**config.mk**
```make
export PLATFORM = sky130hd
export DESIGN_NAME = alu_seq
export DESIGN_NICKNAME = d
export VERILOG_FILES = /design/src/rtl/alu_seq_pkg.sv /design/src/rtl/alu_seq_mul.sv /design/src/rtl/alu_seq.sv
export SDC_FILE = /design/constraint.sdc
export NUM_CORES = 1
export LEC_CHECK = 0
export CORE_MARGIN = 5
export CORE_UTILIZATION = 55
export CTS_CLUSTER_DIAMETER = 100
export CTS_CLUSTER_SIZE = 12
export DETAILED_ROUTE_END_ITERATION = 10
export PLACE_DENSITY = 0.8
export SYNTH_ARGS = -nofsm -noshare
export SYNTH_HDL_FRONTEND = slang
export SYNTH_SLANG_ARGS = --single-unit
```
**constraint.sdc**
```tcl
create_clock -name clk -period 11.3 [get_ports clk]
set_clock_uncertainty 0.2 [all_clocks]
set_input_delay 2.26 -clock clk [delete_from_list [all_inputs] [get_ports clk]]
set_output_delay 2.26 -clock clk [all_outputs]
set_load 0.02 [all_outputs]
```
**src/rtl/alu_seq_pkg.sv**
```systemverilog
// rtl/alu_seq_pkg.sv - opcode/state enums and flag bit positions for alu_seq
package alu_seq_pkg;

  typedef enum logic [3:0] {
    OP_ADD   = 4'd0,
    OP_SUB   = 4'd1,
    OP_AND   = 4'd2,
    OP_OR    = 4'd3,
    OP_XOR   = 4'd4,
    OP_INC   = 4'd5,
    OP_PASSA = 4'd6,
    OP_PASSB = 4'd7,
    OP_SHL   = 4'd8,
    OP_SRA   = 4'd9,
    OP_CMP   = 4'd10,
    OP_MUL   = 4'd11
  } op_e;

  typedef enum logic [1:0] {
    S_IDLE = 2'd0,
    S_MUL  = 2'd1,
    S_DONE = 2'd2
  } state_e;

  localparam int FLAG_OVF  = 2;
  localparam int FLAG_NEG  = 1;
  localparam int FLAG_ZERO = 0;

endpackage

```
**src/rtl/alu_seq_mul.sv**
```systemverilog
// rtl/alu_seq_mul.sv - signed iterative shift-add multiplier, one multiplier bit per cycle
module alu_seq_mul
  import alu_seq_pkg::*;
#(
  parameter int BW = 16
) (
  input  logic            clk,
  input  logic            rst,
  input  logic            start,
  input  logic [BW-1:0]   a,
  input  logic [BW-1:0]   b,
  output logic            busy,
  output logic            done,
  output logic [2*BW-1:0] product
);

  localparam int CW = $clog2(BW + 1);

  logic [2*BW-1:0] mcand_q, mcand_d;
  logic [2*BW-1:0] acc_q, acc_d;
  logic [BW-1:0]   mplier_q, mplier_d;
  logic [CW-1:0]   cnt_q, cnt_d;
  logic            busy_q, busy_d;

  assign busy    = busy_q;
  assign done    = busy_q && (cnt_q == CW'(BW));
  assign product = acc_q;

  always_comb begin
    mcand_d  = mcand_q;
    acc_d    = acc_q;
    mplier_d = mplier_q;
    cnt_d    = cnt_q;
    busy_d   = busy_q;
    if (start) begin
      busy_d   = 1'b1;
      cnt_d    = '0;
      acc_d    = '0;
      mcand_d  = {{BW{a[BW-1]}}, a};
      mplier_d = b;
    end else if (done) begin
      busy_d = 1'b0;
    end else if (busy_q) begin
      // The multiplier MSB carries negative weight in two's complement.
      if (mplier_q[0]) begin
        acc_d = (cnt_q == CW'(BW - 1)) ? acc_q - mcand_q : acc_q + mcand_q;
      end
      mcand_d  = mcand_q << 1;
      mplier_d = mplier_q >> 1;
      cnt_d    = cnt_q + CW'(1);
    end
  end

  always_ff @(posedge clk) begin
    if (rst) begin
      mcand_q  <= '0;
      acc_q    <= '0;
      mplier_q <= '0;
      cnt_q    <= '0;
      busy_q   <= 1'b0;
    end else begin
      mcand_q  <= mcand_d;
      acc_q    <= acc_d;
      mplier_q <= mplier_d;
      cnt_q    <= cnt_d;
      busy_q   <= busy_d;
    end
  end

endmodule

```
**src/rtl/alu_seq.sv**
```systemverilog
// rtl/alu_seq.sv - handshaked sequential ALU; define ALU_SEQ_MUL_EN to enable the iterative MUL opcode
module alu_seq
  import alu_seq_pkg::*;
#(
  parameter int BW = 16
) (
  input  logic            clk,
  input  logic            rst,
  input  logic            in_valid,
  output logic            in_ready,
  input  logic [BW-1:0]   in_a,
  input  logic [BW-1:0]   in_b,
  input  logic [3:0]      opcode,
  output logic            out_valid,
  input  logic            out_ready,
  output logic [2*BW-1:0] out,
  output logic [2:0]      flags,
  output logic            out_err
);

  localparam int SHW = $clog2(BW);

  state_e          state_q, state_d;
  logic            out_valid_q, out_valid_d;
  logic [2*BW-1:0] out_q, out_d;
  logic [2:0]      flags_q, flags_d;
  logic            err_q, err_d;

  logic signed [BW:0] ax, bx, res;
  logic               arith, ovf_c, err_c, accept;
  logic [2*BW-1:0]    single_out;
  logic [2:0]         single_flags;

`ifdef ALU_SEQ_MUL_EN
  logic            mul_start, mul_busy, mul_done;
  logic [2*BW-1:0] mul_p;
  logic [2:0]      mul_flags;
  logic [BW:0]     mul_hi;

  alu_seq_mul #(.BW(BW)) u_mul (
    .clk     (clk),
    .rst     (rst),
    .start   (mul_start),
    .a       (in_a),
    .b       (in_b),
    .busy    (mul_busy),
    .done    (mul_done),
    .product (mul_p)
  );

  // Product fits BW signed bits only when the top BW+1 bits are all equal.
  always_comb begin
    mul_hi                = mul_p[2*BW-1:BW-1];
    mul_flags             = '0;
    mul_flags[FLAG_OVF]   = !((&mul_hi) || !(|mul_hi));
    mul_flags[FLAG_NEG]   = mul_p[2*BW-1];
    mul_flags[FLAG_ZERO]  = ~|mul_p;
  end

  assign in_ready = (state_q == S_IDLE) || (state_q == S_DONE && out_ready && !mul_busy);
`else
  assign in_ready = (state_q == S_IDLE) || (state_q == S_DONE && out_ready);
`endif

  assign accept    = in_valid && in_ready;
  assign out_valid = out_valid_q;
  assign out       = out_q;
  assign flags     = flags_q;
  assign out_err   = err_q;

  // Single-cycle datapath at BW+1 bits so carries/borrows are never lost.
  always_comb begin
    ax    = {in_a[BW-1], in_a};
    bx    = {in_b[BW-1], in_b};
    res   = '0;
    err_c = 1'b0;
    case (op_e'(opcode))
      OP_ADD:         res = ax + bx;
      OP_SUB, OP_CMP: res = ax - bx;
      OP_AND:         res = ax & bx;
      OP_OR:          res = ax | bx;
      OP_XOR:         res = ax ^ bx;
      OP_INC:         res = ax + (BW+1)'(1);
      OP_PASSA:       res = ax;
      OP_PASSB:       res = bx;
      OP_SHL:         res = ax << in_b[SHW-1:0];
      OP_SRA:         res = ax >>> in_b[SHW-1:0];
      default:        err_c = 1'b1;
    endcase
    arith = (op_e'(opcode) == OP_ADD) || (op_e'(opcode) == OP_SUB) ||
            (op_e'(opcode) == OP_CMP) || (op_e'(opcode) == OP_INC);
    ovf_c = arith && (res[BW] ^ res[BW-1]);
    single_out   = (err_c || op_e'(opcode) == OP_CMP) ? '0 : {{(BW-1){res[BW]}}, res};
    single_flags = '0;
    if (err_c) begin
      single_flags[FLAG_ZERO] = 1'b1;
    end else begin
      single_flags[FLAG_OVF]  = ovf_c;
      single_flags[FLAG_NEG]  = res[BW];
      single_flags[FLAG_ZERO] = ~|res;
    end
  end

  always_comb begin
    state_d     = state_q;
    out_valid_d = out_valid_q;
    out_d       = out_q;
    flags_d     = flags_q;
    err_d       = err_q;
`ifdef ALU_SEQ_MUL_EN
    mul_start   = 1'b0;
`endif
    case (state_q)
      S_MUL: begin
`ifdef ALU_SEQ_MUL_EN
        if (mul_done) begin
          state_d     = S_DONE;
          out_valid_d = 1'b1;
          out_d       = mul_p;
          flags_d     = mul_flags;
          err_d       = 1'b0;
        end
`else
        state_d = S_IDLE;
`endif
      end
      default: begin
        // IDLE, or DONE with the pending result being taken this cycle.
        if (state_q == S_IDLE || out_ready) begin
          state_d     = S_IDLE;
          out_valid_d = 1'b0;
          if (accept) begin
`ifdef ALU_SEQ_MUL_EN
            if (op_e'(opcode) == OP_MUL) begin
              state_d   = S_MUL;
              mul_start = 1'b1;
            end else
`endif
            begin
              state_d     = S_DONE;
              out_valid_d = 1'b1;
              out_d       = single_out;
              flags_d     = single_flags;
              err_d       = err_c;
            end
          end
        end
      end
    endcase
  end

  always_ff @(posedge clk) begin
    if (rst) begin
      state_q     <= S_IDLE;
      out_valid_q <= 1'b0;
      out_q       <= '0;
      flags_q     <= '0;
      err_q       <= 1'b0;
    end else begin
      state_q     <= state_d;
      out_valid_q <= out_valid_d;
      out_q       <= out_d;
      flags_q     <= flags_d;
      err_q       <= err_d;
    end
  end

endmodule

```
==> impl_metrics.tcl <==
set metrics [dict create \
    start_util_pct 56.1 \
    dr_total_vias 5926 \
    detail_route.drc_violations 0 \
    pin_count_of_the_biggest_net_entering_global_routing 65 \
    slowest_delay_ns 0.78 \
    peakVddDrop_mv 0.0563 \
    post_cts_hold_buffer_count 0 \
    final-instance-count-excl-fill 863 \
    timing.critical_path.fanout_max 21 \
    grt_pass1_vias 5422 \
    netSwitchingFraction_pct 45.7 \
    p_seq_share_pct 19.8 \
    per_cell_routed_wire_length_um 22.4 \
    crit_top_cell "sky130_fd_sc_hd__a21oi_1" \
    worstSetupStartpointType "primary input" \
    cts_resized 0 \
    routabilityCongestion 0.988 \
    first_iter_violations 733 \
    max-slew-margin-rel_pct 37.2 \
    synth_top_area_share_pct 12.2 \
    min_path_type "register to register" \
    ioPinCount 78 \
    cellLeakagePower_nw 2.39 \
    antenna_cells_inserted 0 \
    number_of_instances_in_the_placed_design 859 \
    cap_viol_max_count 0 \
    overflow 0 \
    cell_internal_pwr_mw 0.234 \
    first_pass_grt_wire_length_um 29800 \
    critical_path.slowest_cell "sky130_fd_sc_hd__clkdlybuf4s50_1" \
    synthesis.nets 798 \
    postSynthCellCount 704 \
    final_cell_mix "82 x sky130_fd_sc_hd__nor2_1, 74 x sky130_fd_sc_hd__clkdlybuf4s50_1, 53 x sky130_fd_sc_hd__ha_1, 40 x sky130_fd_sc_hd__a21oi_1, 40 x sky130_fd_sc_hd__nand2_1" \
    comb_power_share_pct 67.6 \
    synth-seq-cells 22 \
    area_delta_synth_final_pct 11.7 \
    drt-pass1-iter-count 5 \
    worst_slew_pin_slew_ns 0.942 \
    timing.critical_path.to_type "register" \
    insertion_delay_to_the_later_sink_of_the_worst_skew_pair_ns 0.26 \
    cts_tree "done" \
    synth_area_per_cell_um2 7.75 \
    synth_enable_flop_cells 0 \
    synth.yosys.seq_area_share_pct 8.08 \
    synthDistinctLibCells 83 \
    post-route-period-util_pct 61.1 \
    clockPowerShare_pct 12.7 \
    synth.cell_area_mm2 0.00545 \
    final_nets 825 \
    height_of_the_die_um 110 \
    route.antenna.remaining_nets 0 \
    fin_crit_ns 6.90 \
    final_hold_viol_count 0 \
    antenna_found_initial 0 \
    clock.fmax_ghz 0.145 \
    outcome "completed" \
    mostFrequentLayoutCell "sky130_fd_sc_hd__nor2_1" \
    count_of_final_max_slew_check_failures 0 \
    core_area_mm2 0.00973 \
    crit_path_cell_trace "clkdlybuf4s50_1 > or3b_1 > a21oi_1 > nand2_1 > o31ai_1 > ha_1 > a21oi_1 > o2111ai_1 > o31a_1 > o21ai_0 > nand4_1 > a2111oi_0 > nand4b_1 > o32ai_2" \
    post_synth_main_area_contributors "sky130_fd_sc_hd__ha_1 12%, sky130_fd_sc_hd__mux4_2 8.3%, sky130_fd_sc_hd__dfxtp_1 8.1%, sky130_fd_sc_hd__nor2_1 5.6%, sky130_fd_sc_hd__mux2i_1 5.1%" \
    dieWidth_um 110 \
    routed_wl_um 19400 \
    drive_above_1_share_pct 9.86 \
    power-per-cell-area_mw_per_mm2 70.9 \
    synthFlopType "sky130_fd_sc_hd__dfxtp_1" \
    cts-root-to-sink-buffers 2 \
    cts_max_level 1 \
    port-buffer-count 77 \
    path_class "primary input to register" \
    critical_path_arrival_ns 6.87 \
    crit_required_ns 11.27 \
    grt.total_usage_pct 31.8 \
    asyncSetResetFlopFracSynth_pct 0 \
    core.rowCount 36 \
    design.die.area_mm2 0.0120 \
    rsz_0062_raised_after_global_routing "no" \
    yosys.area.top_type "sky130_fd_sc_hd__ha_1" \
    ys_warn_count 0 \
    tritoncts_num_sinks 22 \
    cts_made_buffers 3 \
    postCtsSetupRepairBufs 0 \
    clkTransAtPathRegs_ns 0.08 \
    hpwlAfterDp_um 14700 \
    setup.reg_to_reg.worst_slack_ns 9.35 \
    via_per_inst 6.87 \
    tns_ns 0 \
    finalSetupViolations 0 \
    clockRootBuffer "sky130_fd_sc_hd__clkbuf_8" \
    power.switching_mw 0.197 \
]
[layer usage]
metal	vias to the layer above	global-route usage, %	part of all wire [%]
li1	2684	-	-
met1	2822	43.2	40
met2	367	52.7	46
met3	53	3.99	10
met4	0	9.71	3.4
met5	-	0	0
[worst paths after layout]
kind | startpoint | to | cells past startpoint
worst min-delay path | out[6] | out[6] | 2
worst min register to register | out[6] | out[6] | 2
worst max-delay path | opcode[3] | flags[0] | 14
worst max register to register | out_valid | flags[0] | 8
[registers in the layout, summed over array words and instances, names as in the netlist]
signal,count
out_valid,1
out,17
out_err,1
flags,3
[through the flow]
stage | setup WS, ns | utilization, % | hold slack, ns | instance area [um^2] | total power, mW
floorplan | 5.37 | - | 0.335 | 5450 | 0.288
global placement | 4.40 | 62.1 | 0.246 | 6040 | 0.368
detailed placement | 4.23 | 62.1 | 0.253 | 6040 | 0.372
CTS | 4.50 | 62.6 | 0.263 | 6090 | 0.426
global route | 4.02 | 62.6 | 0.288 | 6090 | 0.460
finish | 4.40 | 62.6 | 0.259 | 6090 | 0.432
[power by group through the flow]
stage                     clock, mW  combinational (mW)  sequential (mW)
final                        0.0547               0.292           0.0853
after global routing         0.0589               0.315           0.0861
after CTS                    0.0547               0.286           0.0855
after detailed placement          0               0.284           0.0873
after global placement            0               0.281           0.0871
after floorplan                   0               0.195           0.0924
[cell type report]
cell class	instances	area, um^2
repair buffers	85	816
clock buffers	4	55.1
multi-input cells	579	4470
fillers	914	3640
flip-flops and latches	22	440
inverters	40	150
well taps	133	166
[critical path: cells and delay by family]
| family | cells | cell delay (ns) |
|---|---|---|
| AO/OA/AOI/OAI | 8 | 2.39 |
| adder cells (fa/ha/maj) | 1 | 0.36 |
| buffers and inverters | 1 | 0.78 |
| AND/OR/NAND/NOR | 4 | 1.08 |
[cell families after synthesis]
logic type / after synthesis / share of synthesized area, %
xor gates and xnor gates: 18 / 2.89
muxes: 67 / 18.0
AOI/OAI and AO/OA: 194 / 24.8
and+or+nand+nor: 246 / 23.5
adders and majority gates: 54 / 12.5
DFF: 22 / 8.08
buffers and inverters: 103 / 10.2
[synthesized netlist by cell type, drive strengths merged (5+ instances only)]
| cell | count |
|---|---|
| or2 | 5 |
| mux2i | 28 |
| mux4 | 22 |
| a2bb2oi | 5 |
| nor2b | 9 |
| a211oi | 10 |
| buf | 50 |
| nor3 | 17 |
| mux2 | 17 |
| clkbuf | 13 |
| nor2 | 82 |
| nor4 | 10 |
| nand3 | 14 |
| o221ai | 9 |
| xor2 | 5 |
| a31oi | 6 |
| o21ai | 35 |
| o22ai | 9 |
| a22oi | 21 |
| nand2b | 12 |
| or3 | 9 |
| ha | 53 |
| dfxtp | 22 |
| a21oi | 40 |
| xnor2 | 13 |
| and2 | 9 |
| a2111oi | 5 |
| o211ai | 15 |
| nand4 | 9 |
| nand2 | 40 |
| or4 | 5 |
| nor3b | 8 |
| inv | 39 |
| o31ai | 7 |
| nand3b | 5 |
(Power assumes the default switching activity.)
==> RTL change 1 (same settings) <==
Add a define of `ALU_SEQ_MUL_EN`.
--- a/src/rtl/alu_seq.sv
+++ b/src/rtl/alu_seq.sv
@@ -1,4 +1,6 @@
 // rtl/alu_seq.sv - handshaked sequential ALU; define ALU_SEQ_MUL_EN to enable the iterative MUL opcode
+`define ALU_SEQ_MUL_EN
+
 module alu_seq
   import alu_seq_pkg::*;
 #(
Formal check against the unedited RTL: not equivalent (Yosys sat finds a counterexample within 4 cycles, from zero or initial values and one cycle with rst high).
==> RTL change 1 against the unedited design <==
  * Worst setup slack got worse by 0.35 ns
  * Final area up 110%
  * Register-to-register slack worse by 3.0 ns
  * Area after synthesis is 110% higher
  * Global-route usage grew 0.22 points
  * Worst hold slack better by 0.0092 ns
  * Via count grew 100%
  * Total power rose to 3.6 times the old value
  * Sequential cell count increased by 102
  * Wire length up 100%
  * Non-clock buffer count grew 19
==> RTL change 1: results (changes against the unedited design) <==
| Metric | Value |
|---|---|
| Outcome | finished clean (unchanged) |
| Clock Pin Slew Worst Setup and Hold Paths | 0.06 ns (was 0.08 ns) |
| RR Startpoint | u_mul.mcand_q[7]$_SDFFE_PP0P_ (was out_valid$_SDFFE_PP0P_) |
| Htree depth | 4 (was 1) |
| Post-synthesis sequential area ratio | 0.218 (was 0.0808) |
| Vias in the first global route | 10.9k (was 5422) |
| Placed cells | 1772 (was 859) |
| Hold Path Origin | out_err$_SDFFE_PP0P_ (was out[6]$_SDFFE_PP0P_) |
| # fillers | 1814 (was 914) |
| Max VDD drop | 0.0972 mV (was 0.0563 mV) |
| Top post-synthesis cells by count | nand2_1 (224), nor2_1 (162), dfxtp_1 (124) (was nor2_1 (82), ha_1 (53), a21oi_1 (40), nand2_1 (40), inv_1 (38)) |
| Via-per-instance ratio | 6.58 (was 6.87) |
| HPWL after detailed placement | 28300 microns (was 14700 microns) |
| M2 GR Usage | 0.478 (was 0.527) |
| Initial antenna violation count | 1 (was 0) |
| Clk tree area frac | 0.0455 (was 0.00903) |
| Final RePlAce weighted congestion | 1.02 (was 0.988) |
| Final WL | 39300 microns (was 19400 microns) |
| Leakage power | 4.96 nW (was 2.39 nW) |
| Area occupied by multi-input gates | 0.00821 sq mm (was 0.00447 sq mm) |
| First-pass DRT Iterations | 6 (was 5) |
| Nets@finish | 1651 (was 825) |
| Layout cell share with drive strength beyond 1 | 0.0763 (was 0.0986) |
| Sequential share of cell area | 0.194 (was 0.0723) |
| Metal3 WL | 4560 microns (was 1980 microns) |
==> RTL change 1: worst max path at each step <==
stage	end	slack (ns)	cells past startpoint	from
finish	flags[0]$_SDFFE_PP0P_	4.04	15	opcode[3]
CTS	flags[0]$_SDFFE_PP0P_	4.22	15	opcode[3]
detailed placement	flags[0]$_SDFFE_PP0P_	3.85	15	opcode[3]
global route	out[28]$_SDFFE_PP0P_	3.84	16	opcode[3]
global placement	flags[0]$_SDFFE_PP0P_	3.91	15	opcode[3]
floorplan	out[15]$_SDFFE_PP0P_	5.04	17	opcode[3]
==> RTL change 1: logic make-up after synthesis <==
logic type	after synthesis	synth area share
DFF	124	0.218
AOI/OAI and AO/OA	412	0.255
buffers and inverters	163	0.0608
xor gates and xnor gates	63	0.0486
muxes	65	0.0747
and+or+nand+nor	585	0.242
adders and majority gates	90	0.100
==> RTL change 1: power breakdown <==
part	internal (mW)	switching, mW
logic	0.212	0.318
registers	0.454	0.0132
clock network	0.330	0.218
==> RTL change 2 (same flow settings) <==
Made on the original files. Reset style: asynchronous (`rst`), changed in one clocked block.
--- a/src/rtl/alu_seq.sv
+++ b/src/rtl/alu_seq.sv
@@ -149,7 +149,7 @@
     endcase
   end
 
-  always_ff @(posedge clk) begin
+  always_ff @(posedge clk or posedge rst) begin
     if (rst) begin
       state_q     <= S_IDLE;
       out_valid_q <= 1'b0;
Check against the original RTL: differs if rst is asserted again (counterexample within 4 cycles, from zero or initial values and one cycle with rst high); with rst held inactive, the same outputs for 10 cycles.
==> RTL change 2 against the unedited design <==
  * Sequential cell count stayed put
  * Worst setup slack worse by 0.91 ns
  * Total power is 15% higher
  * Final area is 3.7% lower
  * Worst hold slack gained 0.023 ns
  * Wire length fell by 2.2%
  * Sequential power rose by 22%
  * Area after synthesis shrank 5.9%
==> RTL change 2: results (changes against the unedited design) <==
| Metric | Value |
|---|---|
| Outcome | finished clean (unchanged) |
| Asr flop ratio synth | 1.00 (was 0) |
| Synth cell types | 74 (was 83) |
| Max VDD drop | 0.0550 mV (was 0.0563 mV) |
| GR Util met1 | 0.427 (was 0.432) |
| First-pass DRT Iterations | 6 (was 5) |
| DR iter-0 viols | 665 (was 733) |
| Slew margin rel. | 0.318 (was 0.372) |
| Vias | 5711 (was 5926) |
| Syn_nets | 760 (was 798) |
| Ys flop type | dfrtp_1 (was dfxtp_1) |
| Layout cell share with drive strength beyond 1 | 0.0827 (was 0.0986) |
| Post-Synth Adder-Cell Area | 0.133 (was 0.125) |
| Post-synthesis sequential area ratio | 0.107 (was 0.0808) |
| M2 GR Usage | 0.526 (was 0.527) |
| Final RePlAce weighted congestion | 1.01 (was 0.988) |
| Xor/xnor share of the synthesized area | 0.0154 (was 0.0289) |
| Vias in the first global route | 5290 (was 5422) |
| Top post-synthesis cells by count | nand2_1 (71), ha_1 (53), o21ai_0 (45) (was nor2_1 (82), ha_1 (53), a21oi_1 (40), nand2_1 (40), inv_1 (38)) |
| Worst-path fanout max | 25 (was 21) |
| Top cell type's share of synthesized area | 0.129 (was 0.122) |
| GR Util met3 | 0.0596 (was 0.0399) |
| Synth area leaders | ha_1 (13%), dfrtp_1 (11%), mux2i_1 (5.3%), mux4_2 (5.3%), nand2_1 (5.2%) (was ha_1 (12%), mux4_2 (8.3%), dfxtp_1 (8.1%), nor2_1 (5.6%), mux2i_1 (5.1%)) |
| HPWL after detailed placement | 14800 microns (was 14700 microns) |
| Leakage power | 2.50 nW (was 2.39 nW) |
| Nets@finish | 796 (was 825) |
| First-pass GRT wire length | 29100 microns (was 29800 microns) |
| Pin count of the biggest net entering global routing | 47 (was 65) |
| Mux cell area share after synthesis | 0.154 (was 0.180) |
RTL change 2: kinds of logic after synthesis:
logic type               Yosys count
flip-flops                        22
AO/OA/AOI/OAI                    210
buffers and inverters             95
XOR/XNOR                           9
multiplexers                      58
AND/OR/NAND/NOR                  218
adder cells (fa/ha/maj)           54
RTL change 2: metal layers:
metal,vias up,wire [microns],part of all wire
met2,377,8560,0.45
met5,-,0,0
met3,56,2030,0.11
met4,0,735,0.039
met1,2674,7600,0.40
li1,2604,-,-
RTL change 2: worst paths after layout:
check	startpoint	end	slack (ns)	cells after the start
hold reg to reg	out[3]$_DFFE_PP0P_	out[3]$_DFFE_PP0P_	0.28	2
max in group asynchronous	rst	out[0]$_DFFE_PP0P_	8.16	2
setup reg to reg	out_valid$_DFFE_PP0P_	flags[0]$_DFFE_PP0P_	8.42	9
setup / recovery	opcode[1]	flags[0]$_DFFE_PP0P_	3.49	16
hold / removal	out[3]$_DFFE_PP0P_	out[3]$_DFFE_PP0P_	0.28	2
min in group asynchronous	rst	out[15]$_DFFE_PP0P_	2.26	2
RTL change 2: final cells by class:
class / count / area share
Timing Repair Buffer: 89 / 0.146
Multi-Input combinational cell: 549 / 0.703
Inverter: 37 / 0.0237
Sequential cell: 22 / 0.0939
Tap cell: 111 / 0.0237
Clock buffer: 4 / 0.00939
RTL change 2: worst max-delay path, cell delays in order:
cell,delay (ns)
clkdlybuf4s50_1,0.97
nor4bb_1,0.85
a31oi_1,0.07
buf_4,0.24
o211ai_1,0.18
o31ai_1,0.10
ha_1,0.36
a211o_1,0.32
a21oi_1,0.14
o32ai_1,0.11
nor4_2,0.34
nand3_1,0.10
or4_1,0.55
or4_1,0.50
or4_1,0.51
o31ai_2,0.18
RTL change 2: metrics by stage:
stage	power, mW	cell area [sq um]	setup WS (ns)	std cells	utilization
after floorplan	0.324	5130	4.29	666	-
final	0.498	5870	3.49	812	0.641
after global routing	0.529	5870	3.15	812	0.641
after global placement	0.431	5810	3.50	808	0.635
after CTS	0.493	5870	3.49	812	0.641
after detailed placement	0.438	5810	3.23	808	0.635
RTL change 2: report_power, final:
part / total (mW) / switching, mW / leakage [nW] / internal, mW
combinational: 0.339 / 0.195 / 2.19 / 0.145
sequential: 0.104 / 0.0106 / 0.281 / 0.0936
clock: 0.0542 / 0.0232 / 0.0288 / 0.0310
